===== src/rtl/mv_job_sched_if.sv =====
// Host-side channels of the job scheduler: descriptor push and status-record return.
interface mv_job_sched_if #(
    parameter int WIDTH_W = 9,
    parameter int ITER_W  = 16,
    parameter int TAG_W   = 4,
    parameter int CNT_W   = 32
);
    logic               job_valid;
    logic               job_ready;
    logic [WIDTH_W-1:0] job_width;
    logic [ITER_W-1:0]  job_iter;
    logic [TAG_W-1:0]   job_tag;

    logic               done_valid;
    logic               done_ready;
    logic [TAG_W-1:0]   done_tag;
    logic [1:0]         done_status;
    logic               done_bank;
    logic [CNT_W-1:0]   done_cycles;

    modport master (
        output job_valid, job_width, job_iter, job_tag, done_ready,
        input  job_ready, done_valid, done_tag, done_status, done_bank, done_cycles
    );

    modport slave (
        input  job_valid, job_width, job_iter, job_tag, done_ready,
        output job_ready, done_valid, done_tag, done_status, done_bank, done_cycles
    );
endinterface


===== src/rtl/mv_job_sched.sv =====
// Queues matrix-vector job descriptors and runs them one at a time on the Controller,
// returning one status record (tag, status, bank, cycle count) per launched or rejected job.
//
// state  | meaning
// IDLE   | pop head (first cycle), then launch or reject it (second cycle)
// RUN    | ctrl_running high, watching finish / timeout / abort
// REPORT | status record held until consumed
// GAP    | enforced ctrl_running low time before the next launch
module mv_job_sched #(
    parameter int WIDTH_W        = 9,
    parameter int ITER_W         = 16,
    parameter int TAG_W          = 4,
    parameter int QDEPTH_LOG2    = 2,
    parameter int CNT_W          = 32,
    parameter int TIMEOUT_CYCLES = 1048576,
    parameter int MIN_GAP        = 1
) (
    input  logic                   clk,
    input  logic                   rst,
    mv_job_sched_if.slave          host,
    input  logic                   abort,
    output logic [QDEPTH_LOG2:0]   q_count,
    output logic                   ctrl_running,
    output logic [WIDTH_W-1:0]     ctrl_width,
    output logic [ITER_W-1:0]      ctrl_iteration,
    input  logic                   ctrl_finish,
    output logic                   busy
);
    localparam int DEPTH    = 1 << QDEPTH_LOG2;
    localparam int ENT_W    = WIDTH_W + ITER_W + TAG_W;
    localparam int CNT_BITS = QDEPTH_LOG2 + 1;
    localparam logic [CNT_BITS-1:0] FULL       = CNT_BITS'(DEPTH);
    localparam logic [CNT_W-1:0]    TIMEOUT    = CNT_W'(TIMEOUT_CYCLES);
    localparam bit                  TIMEOUT_EN = (TIMEOUT_CYCLES != 0);
    localparam logic [3:0]          GAP_LOAD   = 4'((MIN_GAP > 0) ? MIN_GAP - 1 : 0);

    typedef enum logic [1:0] {IDLE, RUN, REPORT, GAP} state_t;
    state_t state;

    logic [ENT_W-1:0]       mem [DEPTH];
    logic [QDEPTH_LOG2-1:0] wr_ptr;
    logic [QDEPTH_LOG2-1:0] rd_ptr;
    logic [CNT_BITS-1:0]    count;
    logic                   push;
    logic                   pop;
    logic                   loaded;
    logic [WIDTH_W-1:0]     cur_width;
    logic [ITER_W-1:0]      cur_iter;
    logic [TAG_W-1:0]       cur_tag;
    logic [CNT_W-1:0]       cycle_cnt;
    logic [CNT_W-1:0]       cnt_inc;
    logic [3:0]             gap_cnt;
    logic                   run_end;

    assign host.job_ready = (count != FULL) && !abort;
    assign push    = host.job_valid && host.job_ready;
    // An abort landing on the pop cycle wins: nothing leaves the queue.
    assign pop     = (state == IDLE) && !loaded && (count != '0) && !abort;
    assign cnt_inc = (&cycle_cnt) ? cycle_cnt : cycle_cnt + CNT_W'(1);
    assign run_end = ctrl_finish || abort || (TIMEOUT_EN && (cnt_inc == TIMEOUT));
    assign q_count = count;
    assign busy    = (state != IDLE) || (count != '0) || loaded;

    always_ff @(posedge clk) begin
        if (push) begin
            mem[wr_ptr] <= {host.job_width, host.job_iter, host.job_tag};
        end
    end

    always_ff @(posedge clk or posedge rst) begin
        if (rst) begin
            wr_ptr <= '0;
            rd_ptr <= '0;
            count  <= '0;
        end else if (abort) begin
            wr_ptr <= '0;
            rd_ptr <= '0;
            count  <= '0;
        end else begin
            if (push) wr_ptr <= wr_ptr + QDEPTH_LOG2'(1);
            if (pop)  rd_ptr <= rd_ptr + QDEPTH_LOG2'(1);
            case ({push, pop})
                2'b10:   count <= count + CNT_BITS'(1);
                2'b01:   count <= count - CNT_BITS'(1);
                default: count <= count;
            endcase
        end
    end

    always_ff @(posedge clk or posedge rst) begin
        if (rst) begin
            state            <= IDLE;
            loaded           <= 1'b0;
            cur_width        <= '0;
            cur_iter         <= '0;
            cur_tag          <= '0;
            ctrl_running     <= 1'b0;
            ctrl_width       <= '0;
            ctrl_iteration   <= '0;
            cycle_cnt        <= '0;
            gap_cnt          <= '0;
            host.done_valid  <= 1'b0;
            host.done_tag    <= '0;
            host.done_status <= 2'd0;
            host.done_bank   <= 1'b0;
            host.done_cycles <= '0;
        end else begin
            case (state)
                IDLE: begin
                    if (pop) begin
                        {cur_width, cur_iter, cur_tag} <= mem[rd_ptr];
                        loaded <= 1'b1;
                    end else if (loaded) begin
                        loaded <= 1'b0;
                        // A popped-but-unlaunched job is still queue content and dies with an abort.
                        if (!abort) begin
                            if ((cur_width == '0) || (cur_iter == '0)) begin
                                host.done_valid  <= 1'b1;
                                host.done_tag    <= cur_tag;
                                host.done_status <= 2'd3;
                                host.done_bank   <= cur_iter[0];
                                host.done_cycles <= '0;
                                state            <= REPORT;
                            end else begin
                                ctrl_width     <= cur_width;
                                ctrl_iteration <= cur_iter;
                                ctrl_running   <= 1'b1;
                                cycle_cnt      <= '0;
                                state          <= RUN;
                            end
                        end
                    end
                end
                RUN: begin
                    cycle_cnt <= cnt_inc;
                    if (run_end) begin
                        ctrl_running     <= 1'b0;
                        host.done_valid  <= 1'b1;
                        host.done_tag    <= cur_tag;
                        host.done_bank   <= cur_iter[0];
                        host.done_cycles <= cnt_inc;
                        host.done_status <= ctrl_finish ? 2'd0 : (abort ? 2'd2 : 2'd1);
                        state            <= REPORT;
                    end
                end
                REPORT: begin
                    if (host.done_ready) begin
                        host.done_valid <= 1'b0;
                        gap_cnt         <= GAP_LOAD;
                        state           <= (MIN_GAP > 0) ? GAP : IDLE;
                    end
                end
                GAP: begin
                    if (gap_cnt == 4'd0) begin
                        state <= IDLE;
                    end else begin
                        gap_cnt <= gap_cnt - 4'd1;
                    end
                end
                default: state <= IDLE;
            endcase
        end
    end
endmodule


===== src/flat_wrapper.sv =====
// flat-port wrapper written by rule: the top's interface ports become plain ports
module mv_job_sched_flat 
#(
    parameter int WIDTH_W        = 9,
    parameter int ITER_W         = 16,
    parameter int TAG_W          = 4,
    parameter int QDEPTH_LOG2    = 2,
    parameter int CNT_W          = 32,
    parameter int TIMEOUT_CYCLES = 1048576,
    parameter int MIN_GAP        = 1
)
  (clk, rst, abort, q_count, ctrl_running, ctrl_width, ctrl_iteration, ctrl_finish, busy, host_job_valid, host_job_width, host_job_iter, host_job_tag, host_done_ready, host_job_ready, host_done_valid, host_done_tag, host_done_status, host_done_bank, host_done_cycles);
  mv_job_sched_if #(.WIDTH_W(WIDTH_W), .ITER_W(ITER_W), .TAG_W(TAG_W), .CNT_W(CNT_W)) host_i ();
  input  logic clk;
  input  logic rst;
  input  logic abort;
  output logic [QDEPTH_LOG2:0] q_count;
  output logic ctrl_running;
  output logic [WIDTH_W-1:0] ctrl_width;
  output logic [ITER_W-1:0] ctrl_iteration;
  input  logic ctrl_finish;
  output logic busy;
  input wire logic [$bits(host_i.job_valid)-1:0] host_job_valid;
  input wire logic [$bits(host_i.job_width)-1:0] host_job_width;
  input wire logic [$bits(host_i.job_iter)-1:0] host_job_iter;
  input wire logic [$bits(host_i.job_tag)-1:0] host_job_tag;
  input wire logic [$bits(host_i.done_ready)-1:0] host_done_ready;
  output wire logic [$bits(host_i.job_ready)-1:0] host_job_ready;
  output wire logic [$bits(host_i.done_valid)-1:0] host_done_valid;
  output wire logic [$bits(host_i.done_tag)-1:0] host_done_tag;
  output wire logic [$bits(host_i.done_status)-1:0] host_done_status;
  output wire logic [$bits(host_i.done_bank)-1:0] host_done_bank;
  output wire logic [$bits(host_i.done_cycles)-1:0] host_done_cycles;
  assign host_i.job_valid = host_job_valid;
  assign host_i.job_width = host_job_width;
  assign host_i.job_iter = host_job_iter;
  assign host_i.job_tag = host_job_tag;
  assign host_i.done_ready = host_done_ready;
  assign host_job_ready = host_i.job_ready;
  assign host_done_valid = host_i.done_valid;
  assign host_done_tag = host_i.done_tag;
  assign host_done_status = host_i.done_status;
  assign host_done_bank = host_i.done_bank;
  assign host_done_cycles = host_i.done_cycles;
  mv_job_sched #(.WIDTH_W(WIDTH_W), .ITER_W(ITER_W), .TAG_W(TAG_W), .QDEPTH_LOG2(QDEPTH_LOG2), .CNT_W(CNT_W), .TIMEOUT_CYCLES(TIMEOUT_CYCLES), .MIN_GAP(MIN_GAP)) u_core (.clk(clk), .rst(rst), .host(host_i), .abort(abort), .q_count(q_count), .ctrl_running(ctrl_running), .ctrl_width(ctrl_width), .ctrl_iteration(ctrl_iteration), .ctrl_finish(ctrl_finish), .busy(busy));
endmodule

===== config.mk =====
export PLATFORM = sky130hd
export DESIGN_NAME = mv_job_sched_flat
export DESIGN_NICKNAME = d
export VERILOG_FILES = /design/src/rtl/mv_job_sched_if.sv /design/src/rtl/mv_job_sched.sv /design/src/flat_wrapper.sv
export SDC_FILE = /design/constraint.sdc
export NUM_CORES = 1
export LEC_CHECK = 0
export CAP_MARGIN = 10
export CORE_ASPECT_RATIO = 0.9
export CORE_MARGIN = 2
export CORE_UTILIZATION = 25
export CTS_CLUSTER_DIAMETER = 150
export CTS_CLUSTER_SIZE = 14
export DETAILED_ROUTE_END_ITERATION = 7
export PLACE_DENSITY = 0.47
export SYNTH_ARGS = -nofsm -noshare
export SYNTH_HDL_FRONTEND = slang
export SYNTH_SLANG_ARGS = --single-unit

===== constraint.sdc =====
create_clock -name clk -period 8.2 [get_ports clk]
set_input_delay 2.46 -clock clk [delete_from_list [all_inputs] [get_ports clk]]
set_output_delay 2.46 -clock clk [all_outputs]
set_load 0.005 [all_outputs]

Word level (Yosys, flattened, before mapping)
Memories as Yosys holds them, arrays and structs flattened. A register that Yosys moved wholly into a read port is not among the register bits.
Index checks and enable logic that the tools add are counted.
{ "totals": {"mem_bits_rw": 116, "input_bits": 35, "memories": 1, "word_cells": 139, "regBits": 112} }
{ "memory_table": {"columns": ["memory", "words", "word_bits", "rd", "rd_clocked_by_memory_dff", "write_ports", "line", "text"], "rows": [
  ["u_core.mem", 4, 29, 1, 1, 1, "mv_job_sched.sv:40", "logic [ENT_W-1:0] mem [DEPTH];"]
]} }
{ "op_classes": {"add_sub_neg": 6, "eq_ne": 16, "mux": 65, "n_bitwise": 3, "reduce_logical": 33} }
{ "ops": {"columns": ["operator", "count"], "rows": [
  ["32-bit two-way mux", 10],
  ["32-bit one-hot mux with 2 select lines", 2],
  ["2-bit two-way mux", 18],
  ["32-bit by 1-bit adder with 32-bit output, second input constant", 1],
  ["32-bit by 21-bit == test with 1-bit output, second input constant", 1],
  ["32-bit AND reduction", 1],
  ["4-bit two-way mux", 7],
  ["1-bit two-way mux", 19],
  ["6-bit AND reduction", 3],
  ["16-bit zero test", 1],
  ["4-bit one-hot mux with 2 select lines", 2],
  ["2-bit inequality test, second input constant", 6],
  ["5-bit AND reduction", 2],
  ["2-bit nonzero test", 5],
  ["9-bit zero test", 1],
  ["3-bit nonzero test", 3],
  ["2-bit one-hot mux with 4 select lines", 1],
  ["7-bit AND reduction", 1],
  ["2-bit == test, second input constant", 3],
  ["2-bit by 1-bit inequality test with 1-bit output, second input constant", 3],
  ["3-bit one-hot mux with 2 select lines", 1],
  ["1-bit logical AND", 5],
  ["1-bit logical OR", 5],
  ["2-bit by 1-bit adder with 2-bit output, second input constant", 2],
  ["other kinds (15)", 20]
]} }

Longest topological paths before layout
{ "depth": {"word_depth": 7, "depth_mapped": 14, "ltp_nobuf": 11} }

Worst setup path before layout
No wires, ideal clock.
{ "synth_path": {"kind": "input to output", "from": "input abort", "to": "output host_job_ready", "slack_ns": 2.813, "arrival_time_ns": 2.927, "cell_stages": 2, "cell_sequence": "clkbuf_1 a21oi_1"} }
{ "synth_via": {"elab_chain_len": 2} }
{ "synth_rtl": {"columns": ["item", "line", "text"], "rows": [
  ["from (decl)", "flat_wrapper.sv:16", "input logic abort;"],
  ["1-bit zero test", "mv_job_sched.sv:55", "assign host.job_ready = (count != FULL) && !abort;"],
  ["1-bit logical AND", "mv_job_sched.sv:55", null],
  ["to (decl)", "flat_wrapper.sv:28", "output wire logic [$bits(host_i.job_ready)-1:0] host_job_ready;"]
]} }
Every way passes these cells.

Worst setup path in the final report
Ends and elaborated chain as after synthesis.

==> flow_summary.ini <==
[drt]
wl_um = 30100
drtIter0Drc = 456
wire_per_inst_um = 19.1
drcViolationCount = 0
drt_first_pass_iters = 4
antenna_left = 0
vias = 7375
vias_per_cell = 4.66

[die]
dieArea_sq_mm = 0.0483
die_w_um = 231
design.core.area_sq_mm = 0.0463
pin_count = 106
fp-row-count = 75
start_util_pct = 25.2
dieHeight_um = 209

[global_routing]
grtUsageMet2_pct = 21.7
grt_busiest_layer = met2
grtUsageMet3_pct = 2.66
grt_max_degree = 58
grt.total_usage_pct = 12.6
antenna_found_initial = 3
grt_pass1_vias = 7594
grt_first_pass_wirelength_um = 47100
overflow = 0
grtUsageMet1_pct = 16.4

[power_and_ir_drop]
power-per-cell-area_mw_per_mm2 = 270
combPwrFrac_pct = 27.1
max-vdd-ir-drop_mv = 0.151
intPower_mw = 2.60
p_seq_share_pct = 46.4
power_leakage_nw = 5.13
power_frac_clock_pct = 26.5
p_total_mw = 3.75
p_sw_share_pct = 30.9
p_switching_mw = 1.16

[synth]
synth_top_area_share_pct = 30.3
synth_top_area_cell = dfrtp_1
synthTopCellsByCount = 141 x dfrtp_1, 116 x edfxtp_1, 65 x mux2_2, 65 x nand2_1, 58 x nor2_1
synth_cells = 870
synth_seq_cells = 257
yosys_warnings = 0
synthArstFlopShare_pct = 54.9
ys_seq_area_share_pct = 60.2
synth_cell_type_count = 69
avgSynthCellArea_sq_um = 13.4
synth_edf_count = 116
post-synth-top-count-cell = dfrtp_1
syn-cell-area_sq_mm = 0.0116
syn_nets = 917
yosys-top-cells-area = dfrtp_1 30%, edfxtp_1 30%, mux2_2 6.3%, mux4_2 5.6%, nand2_1 2.1%
synth-main-ff-cell = dfrtp_1

[critical_path]
cp-end-kind = output pin
crit_required_ns = 5.74
cp-startpoint = abort
worstSetupPathType = in2out
crit_path_max_fanout = 12
reg2reg_slack_ns = 3.70
cp-start-kind = primary input
cp.arrival_ns = 4.16
rr_startpoint = u_core.cycle_cnt[0]

[worst_hold_path]
min_from = u_core.cur_tag[3]
hp-class = reg2reg

[sta]
finClkSkew_ns = 0.0214
timing.setup.tns_ns = 0
fmax_mhz = 151
layout_setup_ws_ns = 1.58
grt_setup_unrepaired = false
tightest_slew_ns = 0.952
setup_violations = 0
slew_headroom_pct = 36.6
min_period_ns = 6.62
fin_hold_ws_ns = 0.493
finalHoldViolCount = 0
fin_crit_sh_pct = 80.7
drv_slew = 0

[placement]
gp_congestion = 0.855
dp_slack_ns = 1.60
placed_area_sq_mm = 0.0133
dpl.hpwl_um = 19800
portBuffers = 105

[run_status]
status = finished clean

[cts]
cts_setup_buffers = 0
clockRootBuffer = clkbuf_16
cts_buffer_depth = 3
clk_latency_ns = 0.55
clkTransAtPathRegs_ns = 0.07
hold_buffers = 0
htreeDepth = 1
cts-resized-gates = 0
cts_sinks = 257
cts_tree = yes
numCtsBuffers = 22

[final_layout]
num_antenna_cells = 0
area_growth_pct = 19.6
final_nets = 1000
fillCellCount = 4710
design_area_sq_mm = 0.0139
drive_gt1_share_pct = 16.8

[flow_run]
maxCapViolCount = 0
==> metal layers <==
layer  vias up  share of wire [%]
li1       3450                  -
met4         6                1.6
met1      3747                 43
met2       133                 50
met3        39                5.0
met5         -               0.12
==> power by group through the flow <==
| stage | registers, mW | logic (mW) | clock network (mW) |
|---|---|---|---|
| after floorplan | 1.70 | 0.680 | 0 |
| after global placement | 1.77 | 1.03 | 0 |
| after detailed placement | 1.78 | 1.04 | 0 |
| after CTS | 1.75 | 1.04 | 1.04 |
| after global routing | 1.78 | 1.13 | 1.09 |
| final | 1.74 | 1.02 | 0.995 |
==> area by class of cell <==
class / instances / area [sq um] / area share (%)
clock buffers: 34 / 596 / 4.28
clock inverters: 2 / 41.3 / 0.297
inverters: 13 / 53.8 / 0.386
multi-input cells: 544 / 4320 / 31.0
flip-flops and latches: 257 / 7010 / 50.4
well taps: 616 / 771 / 5.54
repair buffers: 115 / 1130 / 8.09
==> worst max-delay path: stages <==
cell	delay [ns]
clkdlybuf4s50_1	0.65
a21oi_1	0.47
clkdlybuf4s50_1	0.58
==> path summary, 6_finish.rpt <==
check                                              endpoint  depth (start not counted)
worst max-delay path                         host_job_ready                          3
worst min-delay path                u_core.host.done_tag[3]                          1
worst max register to register  u_core.host.done_cycles[19]                         10
worst min register to register      u_core.host.done_tag[3]                          1
max in group asynchronous                  u_core.rd_ptr[1]                          3
min in group asynchronous              u_core.cycle_cnt[20]                          2
==> cells by family after synthesis <==
group                      share of synthesized area (%)
adders and majority gates                           1.35
muxes                                               14.0
DFF                                                 60.2
xor gates and xnor gates                            2.41
buffers and inverters                               2.74
and+or+nand+nor                                     11.3
AOI/OAI and AO/OA                                   8.02
==> sequential cells by signal, summed over array words and instances, names as in the netlist, 2 cells and up <==
name	count
u_core.rd_ptr	2
u_core.host.done_tag	4
u_core.host.done_cycles	32
u_core.mem	116
u_core.gap_cnt	4
u_core.wr_ptr	2
u_core.cur_width	9
u_core.host.done_status	2
u_core.cur_tag	4
u_core.q_count	3
u_core.cur_iter	16
u_core.ctrl_iteration	16
u_core.cycle_cnt	32
u_core.state	2
u_core.ctrl_width	9
==> placed cells by master, fill, tap and decap left out, drive strengths merged, types with 3 or more instances in the layout <==
| cell | count |
|---|---|
| o21ai | 43 |
| mux2i | 8 |
| inv | 14 |
| buf | 10 |
| a31oi | 6 |
| o2111ai | 4 |
| and2 | 9 |
| dfrtp | 141 |
| o31ai | 8 |
| ha | 11 |
| and3 | 10 |
| a32o | 9 |
| clkbuf | 34 |
| nand2b | 5 |
| nor3 | 24 |
| nand4 | 18 |
| xor2 | 13 |
| mux2 | 76 |
| mux4 | 29 |
| xnor2 | 19 |
| nand3 | 15 |
| nor4 | 12 |
| nand2 | 65 |
| a22o | 13 |
| nor3b | 3 |
| o211ai | 3 |
| clkdlybuf4s50 | 105 |
| nor2 | 58 |
| or3 | 8 |
| edfxtp | 116 |
| a21oi | 32 |
| and4 | 13 |
==> per-stage QoR <==
stage / util (%) / instances
after floorplan: - / 870
after global placement: 28.7 / 1545
after detailed placement: 28.7 / 1545
after CTS: 30.1 / 1581
after global routing: 30.1 / 1581
final: 30.1 / 1581
No activity file was read; power rests on OpenSTA's default activity.
